<file path="config.mk">
export PLATFORM = sky130hd
export DESIGN_NAME = vga_frame_monitor
export DESIGN_NICKNAME = d
export VERILOG_FILES = /design/src/rtl/vga_pkg.sv /design/src/rtl/vga_sync_edge.sv /design/src/rtl/vga_frame_monitor.sv
export SDC_FILE = /design/constraint.sdc
export NUM_CORES = 1
export LEC_CHECK = 0
export BUFFER_PORTS_ARGS = -buffer_cell sky130_fd_sc_hd__buf_4
export CAP_MARGIN = 20
export CORE_ASPECT_RATIO = 0.9
export CORE_MARGIN = 1.5
export CORE_UTILIZATION = 58
export DETAILED_ROUTE_END_ITERATION = 10
export PLACE_DENSITY = 0.8
export SLEW_MARGIN = 20
export SYNTH_ARGS = -nofsm -noshare
export SYNTH_HDL_FRONTEND = slang
export SYNTH_HIERARCHICAL = 1
export SYNTH_SLANG_ARGS = --single-unit
</file>
<file path="constraint.sdc">
create_clock -name clk -period 5.28 [get_ports clk]
set_input_delay 0.528 -clock clk [delete_from_list [all_inputs] [get_ports clk]]
set_output_delay 0.528 -clock clk [all_outputs]
set_load 0.02 [all_outputs]
</file>
<file path="src/rtl/vga_pkg.sv">
// Timing constants and state encoding shared by the VGA driver and the frame monitor.
package vga_pkg;

    localparam int H_ACTIVE = 640;
    localparam int V_ACTIVE = 480;
    localparam int H_TOTAL  = 800;
    localparam int V_TOTAL  = 525;

    typedef logic [0:0] vga_state_t;

    localparam vga_state_t SEARCH = 1'b0;
    localparam vga_state_t LOCKED = 1'b1;

    function automatic logic [9:0] sat_inc10(input logic [9:0] value);
        return (value == 10'h3FF) ? value : value + 10'd1;
    endfunction

    function automatic logic [18:0] sat_inc19(input logic [18:0] value);
        return (value == 19'h7FFFF) ? value : value + 19'd1;
    endfunction

endpackage

</file>
<file path="src/rtl/vga_sync_edge.sv">
// Samples one sync line on pixel strobes and pulses when it newly becomes asserted.
module vga_sync_edge
    import vga_pkg::*;
#(
    parameter bit SYNC_ACTIVE_LOW = 1'b1
) (
    input  logic clk,
    input  logic rst,
    input  logic pix_en,
    input  logic sync,
    output logic sync_edge
);

    logic asserted;
    logic prev_asserted;

    assign asserted = SYNC_ACTIVE_LOW ? ~sync : sync;

    // History resets to the deasserted level so a sync already low at release still counts as an edge.
    always_ff @(posedge clk or posedge rst) begin
        if (rst) begin
            prev_asserted <= 1'b0;
        end else if (pix_en) begin
            prev_asserted <= asserted;
        end
    end

    assign sync_edge = pix_en & asserted & ~prev_asserted;

endmodule

</file>
<file path="src/rtl/vga_frame_monitor.sv">
// Taps the VGA output stream, recovers line/frame structure from sync edges and
// reports a per-frame signature plus geometry error flags.
module vga_frame_monitor #(
    parameter int H_ACTIVE        = vga_pkg::H_ACTIVE,
    parameter int V_ACTIVE        = vga_pkg::V_ACTIVE,
    parameter bit SYNC_ACTIVE_LOW = 1'b1
) (
    input  logic        clk,
    input  logic        rst,
    input  logic        pix_en,
    input  logic        hsync,
    input  logic        vsync,
    input  logic        blank_n,
    input  logic [7:0]  vga_r,
    input  logic [7:0]  vga_g,
    input  logic [7:0]  vga_b,
    output logic        locked,
    output logic        frame_valid,
    output logic [31:0] frame_sig,
    output logic [18:0] frame_lit,
    output logic [9:0]  frame_lines,
    output logic        line_err,
    output logic        frame_err
);

    import vga_pkg::*;

    logic        h_edge;
    logic        v_edge;
    vga_state_t  state;

    logic [9:0]  x_cnt;
    logic [9:0]  y_cnt;
    logic [31:0] sig_acc;
    logic [18:0] lit_acc;
    logic        line_active;
    logic        line_err_acc;

    logic [23:0] rgb;
    logic [9:0]  x_px;
    logic [31:0] sig_px;
    logic [18:0] lit_px;
    logic        active_px;

    logic [9:0]  x_ln;
    logic [9:0]  y_ln;
    logic        active_ln;
    logic        err_ln;

    vga_sync_edge #(
        .SYNC_ACTIVE_LOW(SYNC_ACTIVE_LOW)
    ) u_hsync_edge (
        .clk      (clk),
        .rst      (rst),
        .pix_en   (pix_en),
        .sync     (hsync),
        .sync_edge(h_edge)
    );

    vga_sync_edge #(
        .SYNC_ACTIVE_LOW(SYNC_ACTIVE_LOW)
    ) u_vsync_edge (
        .clk      (clk),
        .rst      (rst),
        .pix_en   (pix_en),
        .sync     (vsync),
        .sync_edge(v_edge)
    );

    assign rgb = {vga_r, vga_g, vga_b};

    // Pixel is folded in before any line close so a strobe carrying both still counts.
    always_comb begin
        x_px      = x_cnt;
        sig_px    = sig_acc;
        lit_px    = lit_acc;
        active_px = line_active;
        if (blank_n) begin
            x_px      = sat_inc10(x_cnt);
            sig_px    = {sig_acc[30:0], sig_acc[31]} ^ {8'h00, rgb};
            lit_px    = (rgb != 24'h0) ? sat_inc19(lit_acc) : lit_acc;
            active_px = 1'b1;
        end
    end

    // Line close runs before the frame close, so a coincident vsync sees the finished line.
    always_comb begin
        x_ln      = x_px;
        y_ln      = y_cnt;
        active_ln = active_px;
        err_ln    = line_err_acc;
        if (h_edge) begin
            x_ln      = 10'd0;
            active_ln = 1'b0;
            if (active_px) begin
                y_ln = sat_inc10(y_cnt);
                if (x_px != 10'(H_ACTIVE)) begin
                    err_ln = 1'b1;
                end
            end
        end
    end

    always_ff @(posedge clk or posedge rst) begin
        if (rst) begin
            state        <= SEARCH;
            locked       <= 1'b0;
            frame_valid  <= 1'b0;
            frame_sig    <= 32'h0;
            frame_lit    <= 19'h0;
            frame_lines  <= 10'h0;
            line_err     <= 1'b0;
            frame_err    <= 1'b0;
            x_cnt        <= 10'h0;
            y_cnt        <= 10'h0;
            sig_acc      <= 32'h0;
            lit_acc      <= 19'h0;
            line_active  <= 1'b0;
            line_err_acc <= 1'b0;
        end else begin
            frame_valid <= 1'b0;
            if (pix_en) begin
                if (state == SEARCH) begin
                    if (v_edge) begin
                        state  <= LOCKED;
                        locked <= 1'b1;
                    end
                end else if (v_edge) begin
                    frame_sig    <= sig_px;
                    frame_lit    <= lit_px;
                    frame_lines  <= y_ln;
                    line_err     <= err_ln;
                    frame_err    <= (y_ln != 10'(V_ACTIVE)) | err_ln;
                    frame_valid  <= 1'b1;
                    x_cnt        <= 10'h0;
                    y_cnt        <= 10'h0;
                    sig_acc      <= 32'h0;
                    lit_acc      <= 19'h0;
                    line_active  <= 1'b0;
                    line_err_acc <= 1'b0;
                end else begin
                    x_cnt        <= x_ln;
                    y_cnt        <= y_ln;
                    sig_acc      <= sig_px;
                    lit_acc      <= lit_px;
                    line_active  <= active_ln;
                    line_err_acc <= err_ln;
                end
            end
        end
    end

endmodule

</file>
After elaboration in Yosys (flattened, before gate mapping)
Index checks and enable logic that the tools add are counted.
{"block": "totals", "regBits": 141, "elab_cells": 64}
{"block": "classes", "addsub": 3, "eq_ne": 5, "muxes": 25, "bitwise_logic": 11, "n_reduce_logical": 4}
{"op": "$mux W10", "count": 8}
{"op": "$mux W19", "count": 4}
{"op": "$mux W32", "count": 2}
{"op": "$xor A32 B24 Y32", "count": 1}
{"op": "$reduce_bool A24 Y1", "count": 1}
{"op": "$add A10 B1 Y10 const B", "count": 2}
{"op": "$eq A10 B10 Y1 const B", "count": 2}
{"op": "$add A19 B1 Y19 const B", "count": 1}
{"op": "$eq A19 B19 Y1 const B", "count": 1}
{"op": "$mux W1", "count": 11}
{"op": "$ne A10 B10 Y1 const B", "count": 1}
{"op": "$ne A10 B9 Y1 const B", "count": 1}
{"op": "$reduce_and A3 Y1", "count": 2}
{"op": "$not A1 Y1", "count": 5}
{"op": "$and A1 B1 Y1", "count": 4}
{"op": "$reduce_and A2 Y1", "count": 1}
{"op": "$or A1 B1 Y1", "count": 1}

Logic depth before layout (Yosys ltp)
{"block": "depth", "depth_word": 8, "depth_mapped": 9}

By module
Netlist, hierarchy kept.
{"mod": "vga_frame_monitor", "instances": 1, "cells_per_inst": 796, "area_each_um2": 7060.5, "seq_area_each_um2": 3478.3}
{"mod": "vga_sync_edge", "instances": 2, "cells_per_inst": 5, "area_each_um2": 50.0, "seq_area_each_um2": 25.0}

Worst setup path before layout
Ideal clock, no wire load.
{"block": "synth_path", "path_type": "input port to flip-flop", "from": "input port blank_n", "to": "register frame_err", "setup_ns": 0.135, "arrival_time_ns": 1.994, "required_ns": 5.145, "setup_slack_ns": 3.151, "stages": 7, "path_buffers": 1, "cell_sequence": "clkbuf_1 > o21ai_1 > nor3_1 > mux2i_1 > or2_2 > o41ai_1 > nand3b_1"}
{"block": "synth_via", "elab_chain_len": 6}
{"item": "start: declaration", "line": "vga_frame_monitor.sv:13", "text": "input logic blank_n,"}
{"item": "$mux W10", "line": "vga_frame_monitor.sv:78", "text": "if (blank_n) begin"}
{"item": "$ne A10 B10 Y1", "line": "vga_frame_monitor.sv:97", "text": "if (x_px != 10'(H_ACTIVE)) begin"}
{"item": "$mux W1", "line": "vga_frame_monitor.sv:97"}
{"item": "$mux W1", "line": "vga_frame_monitor.sv:95", "text": "if (active_px) begin"}
{"item": "$mux W1", "line": "vga_frame_monitor.sv:92", "text": "if (h_edge) begin"}
{"item": "$or A1 B1 Y1 *", "line": "vga_frame_monitor.sv:133", "text": "frame_err <= (y_ln != 10'(V_ACTIVE)) | err_ln;"}
{"item": "end signal: assignment", "line": "vga_frame_monitor.sv:133"}
{"item": "end: declaration", "line": "vga_frame_monitor.sv:23", "text": "output logic frame_err"}
Every way passes the cells marked *; elsewhere a longest branch is shown, timed or not.
A chain may end at the register's enable or synchronous reset.

Worst setup path after layout
{"block": "layout_path", "from": "register lit_acc[4]", "to": "register lit_acc[8]"}
{"block": "layout_via", "elab_chain_len": 5}
{"item": "start: declaration", "line": "vga_frame_monitor.sv:35", "text": "logic [18:0] lit_acc;"}
{"item": "start signal: assignment", "line": "vga_frame_monitor.sv:145", "text": "lit_acc <= lit_px;"}
{"item": "$add A19 B1 Y19 or $eq A19 B19 Y1 (tied branches)", "line": "vga_pkg.sv:19", "text": "return (value == 19'h7FFFF) ? value : value + 19'd1;"}
{"item": "$mux W19 *", "line": "vga_pkg.sv:19"}
{"item": "$mux W19 *", "line": "vga_frame_monitor.sv:81", "text": "lit_px = (rgb != 24'h0) ? sat_inc19(lit_acc) : lit_acc;"}
{"item": "$mux W19 *", "line": "vga_frame_monitor.sv:78"}
{"item": "$mux W19 *", "line": "vga_frame_monitor.sv:128", "text": "end else if (v_edge) begin"}
Marked as above.

==> run metrics <==
crit path max fanout=13; synth unique cells=60; floorplan die width=120 µm; H-tree lvl count=4; share of synthesized registers carrying an async set or reset=100%; Max IR drop VDD=0.366 mV; final-report hold violation count=0; deepest clock path buffer count=2; shortest clock period the worst path allows after layout=2.73 ns; Mapped Cells=806; Post-synth top flop=sky130_fd_sc_hd__dfrtp_1; average via count per standard cell=approximately 6.1; # clock sinks=141; insertion delay to the later sink of the worst-skew pair=0.43 ns; leakage power total=3.75 nW; die area=13000 µm²; I/O pin count=95; required time of the worst setup path=around 5.6 ns; Multi-input gate area=3390 µm²; final setup fails=0; final total negative setup slack=0 ns; Crit. End Element=register; count of flip-flops with a built-in enable after synthesis=0; number of antenna violations at the first check in global routing=0; post-synthesis instance area=7160 µm²; sequential standard cell area=3530 µm²; post-synthesis average cell area=8.88 µm²; via count of the first global-routing pass=between 6000 and 7000; Post-Route Skew=around 0.0072 ns; placed wire-length estimate=11.6 mm; critical path arrival=3.05 ns; drt wl/cell=~17 µm; Cell Rows=38; share of cells above drive strength 1=17.0%; clock buffer count from CTS=17; Post-Syn Nets=839; Filler Cell Count=921; count of pins over their slew limit=0; count of input and output buffers=94; Power Density=459 nW/µm²; cell at the root of the clock tree=sky130_fd_sc_hd__clkbuf_16; outcome=complete, no violations; count of routing violations after the opening detailed-route iteration=approximately 690; global-route usage over all layers=approximately 29%; post-synthesis to final-layout area growth=19.7%; count of unresolved DRC violations after routing=0; Placement Setup Slack=between 2 and 2.5 ns; core footprint=12000 µm²; DR vias=6372; count of state elements after synthesis=141; clock input transition at the sequential cells of the worst setup and hold paths=0.06 ns; initial standard-cell utilization of the core=roughly three fifths; register area share after synthesis=49.3%; maximum number of pins on one net before global-route repair=approximately 130; unrepaired setup endpoints after global routing=false; drt pass-1 iters=6; Max Freq=366 MHz; clock tree from TritonCTS=built; Worst slew margin=33.0%; wire length of the first global-routing pass=29.9 mm; chip height=108 µm; Crit Path Class=register to register; number of nets with antenna violations after routing=0; portion of the clock cycle consumed by the worst path in the final layout=51.7%; wire length after detailed routing=around 18 mm; final estimated routing congestion in global placement=0.962; startpoint type of the worst setup path=register; fin nets=905; number of violations of the max-capacitance limit=0; Worst Setup Slack, final=about 2.5 ns; worst-margin pin slew=0.996 ns; yosys warns=6; remaining global-route overflow=0; type of the worst min-delay path=input pin to register; Ant. Diodes=0
-- final timing paths --
kind,start,endpoint,slack (ns),depth (start not counted)
setup / recovery,lit_acc[4]$_DFFE_PP0P_,lit_acc[8]$_DFFE_PP0P_,2.55,6
min in group asynchronous,rst,u_vsync_edge/prev_asserted$_DFFE_PP0P_,0.53,3
setup reg to reg,lit_acc[4]$_DFFE_PP0P_,lit_acc[8]$_DFFE_PP0P_,2.55,6
hold reg to reg,frame_sig[28]$_DFFE_PP0P_,frame_sig[28]$_DFFE_PP0P_,0.48,2
max in group asynchronous,rst,sig_acc[23]$_DFFE_PP0P_,3.31,4
hold / removal,hsync,u_hsync_edge/prev_asserted$_DFFE_PP0P_,0.29,2
-- synth_stat cells (6+ instances only) --
master,number,area share [%]
sky130_fd_sc_hd__a21oi_1,49,3.4
sky130_fd_sc_hd__a31oi_1,10,0.87
sky130_fd_sc_hd__a32o_1,6,0.84
sky130_fd_sc_hd__clkbuf_1,48,2.5
sky130_fd_sc_hd__dfrtp_1,141,49
sky130_fd_sc_hd__inv_1,9,0.47
sky130_fd_sc_hd__mux2i_1,10,1.4
sky130_fd_sc_hd__nand2_1,131,6.9
sky130_fd_sc_hd__nand2b_1,6,0.52
sky130_fd_sc_hd__nand3_1,19,1.3
sky130_fd_sc_hd__nand4_1,13,1.1
sky130_fd_sc_hd__nor2_1,54,2.8
sky130_fd_sc_hd__nor2b_1,8,0.70
sky130_fd_sc_hd__nor3_1,17,1.2
sky130_fd_sc_hd__nor4_1,16,1.4
sky130_fd_sc_hd__o21ai_0,121,8.5
sky130_fd_sc_hd__o21ai_1,11,0.77
sky130_fd_sc_hd__o31ai_1,9,0.94
sky130_fd_sc_hd__or3_1,6,0.52
sky130_fd_sc_hd__xnor2_1,41,5.0
sky130_fd_sc_hd__xor2_1,6,0.73
-- worst max-delay path: stages (launching register included) --
cell and delay [ns]:
sky130_fd_sc_hd__dfrtp_1 0.51, sky130_fd_sc_hd__nand4_4 0.17, sky130_fd_sc_hd__or3_1 0.53, sky130_fd_sc_hd__nor3_2 0.77, sky130_fd_sc_hd__nor4_1 0.22, sky130_fd_sc_hd__and3_1 0.26
sky130_fd_sc_hd__a21o_1 0.15
-- repair_timing --
item,CTS,global route
setup buffers,0,0
gates resized for setup,0,0
hold endpoints to repair,2,0
hold buffers,1,0
-- registers in the layout, summed over array words and instances (netlist names) --
signal	flops
sig_acc	32
frame_err	1
line_active	1
frame_sig	32
y_cnt	10
u_hsync_edge/prev_asserted	1
line_err	1
locked	1
frame_valid	1
line_err_acc	1
state	1
x_cnt	10
u_vsync_edge/prev_asserted	1
frame_lines	10
lit_acc	19
frame_lit	19
-- cells in the final DEF (no fill, tap or decap), types with 4 or more instances in the layout --
cell type,count
sky130_fd_sc_hd__or2_2,4
sky130_fd_sc_hd__nand2b_1,6
sky130_fd_sc_hd__dfrtp_1,141
sky130_fd_sc_hd__xor2_1,6
sky130_fd_sc_hd__o21ai_0,121
sky130_fd_sc_hd__o21ai_1,9
sky130_fd_sc_hd__a32o_1,6
sky130_fd_sc_hd__xnor2_1,41
sky130_fd_sc_hd__clkbuf_16,17
sky130_fd_sc_hd__mux2i_1,10
sky130_fd_sc_hd__nand3_1,18
sky130_fd_sc_hd__a31oi_1,10
sky130_fd_sc_hd__a21oi_1,49
sky130_fd_sc_hd__buf_4,100
sky130_fd_sc_hd__a21o_1,5
sky130_fd_sc_hd__and3_1,5
sky130_fd_sc_hd__inv_1,8
sky130_fd_sc_hd__o31ai_1,9
sky130_fd_sc_hd__a211oi_1,4
sky130_fd_sc_hd__nand4_1,13
sky130_fd_sc_hd__nor4_1,16
sky130_fd_sc_hd__nor2_1,54
sky130_fd_sc_hd__or3_1,6
sky130_fd_sc_hd__nor3_1,17
sky130_fd_sc_hd__bufinv_16,4
sky130_fd_sc_hd__nor2b_1,8
sky130_fd_sc_hd__clkinvlp_4,4
sky130_fd_sc_hd__a22o_1,5
sky130_fd_sc_hd__nand2_1,131
-- per-layer routing --
metal / wire length [µm] / global-route usage, %
met3: 1220 / 6.80
met1: 7890 / 40.6
met5: 0 / 0
met2: 8520 / 44.5
met4: 281 / 10.5
-- kinds of logic after synthesis --
group | Yosys count | synth area share (%)
flip-flops | 141 | 49.3
XOR/XNOR | 47 | 5.75
multiplexers | 10 | 1.40
AO/OA/AOI/OAI | 245 | 19.8
adder cells (fa/ha/maj) | 3 | 0.524
buffers and inverters | 65 | 3.81
AND/OR/NAND/NOR | 295 | 19.4
-- stage by stage --
step | power, W | cells | area [µm²] | hold WS, ns | utilization [%]
3_5_place_dp | 0.00266 | 1012 | 7910 | 0.411 | 65.8
5_1_grt | 0.00414 | 1044 | 8570 | 0.295 | 71.2
6_report | 0.00393 | 1044 | 8570 | 0.290 | 71.2
4_1_cts | 0.00394 | 1044 | 8550 | 0.283 | 71.1
3_3_place_gp | 0.00261 | 1012 | 7910 | 0.406 | 65.8
2_1_floorplan | 0.00224 | 806 | 7160 | 0.257 | -
-- cell type report --
class                   instances  share of cell area, %
clock buffers                  20                   5.45
flip-flops and latches        141                   41.2
well taps                     160                   2.34
clock inverters                11                   1.93
inverters                      10                  0.496
repair buffers                102                   9.01
multi-input cells             600                   39.6
-- report_power, final --
part | leakage, nW | switching [W] | total (W) | internal (W)
sequential | 1.85 | 0.000265 | 0.00163 | 0.00137
clock | 0.300 | 0.000452 | 0.00127 | 0.000822
combinational | 1.60 | 0.000583 | 0.00103 | 0.000447
No activity file was read; power rests on OpenSTA's default activity.
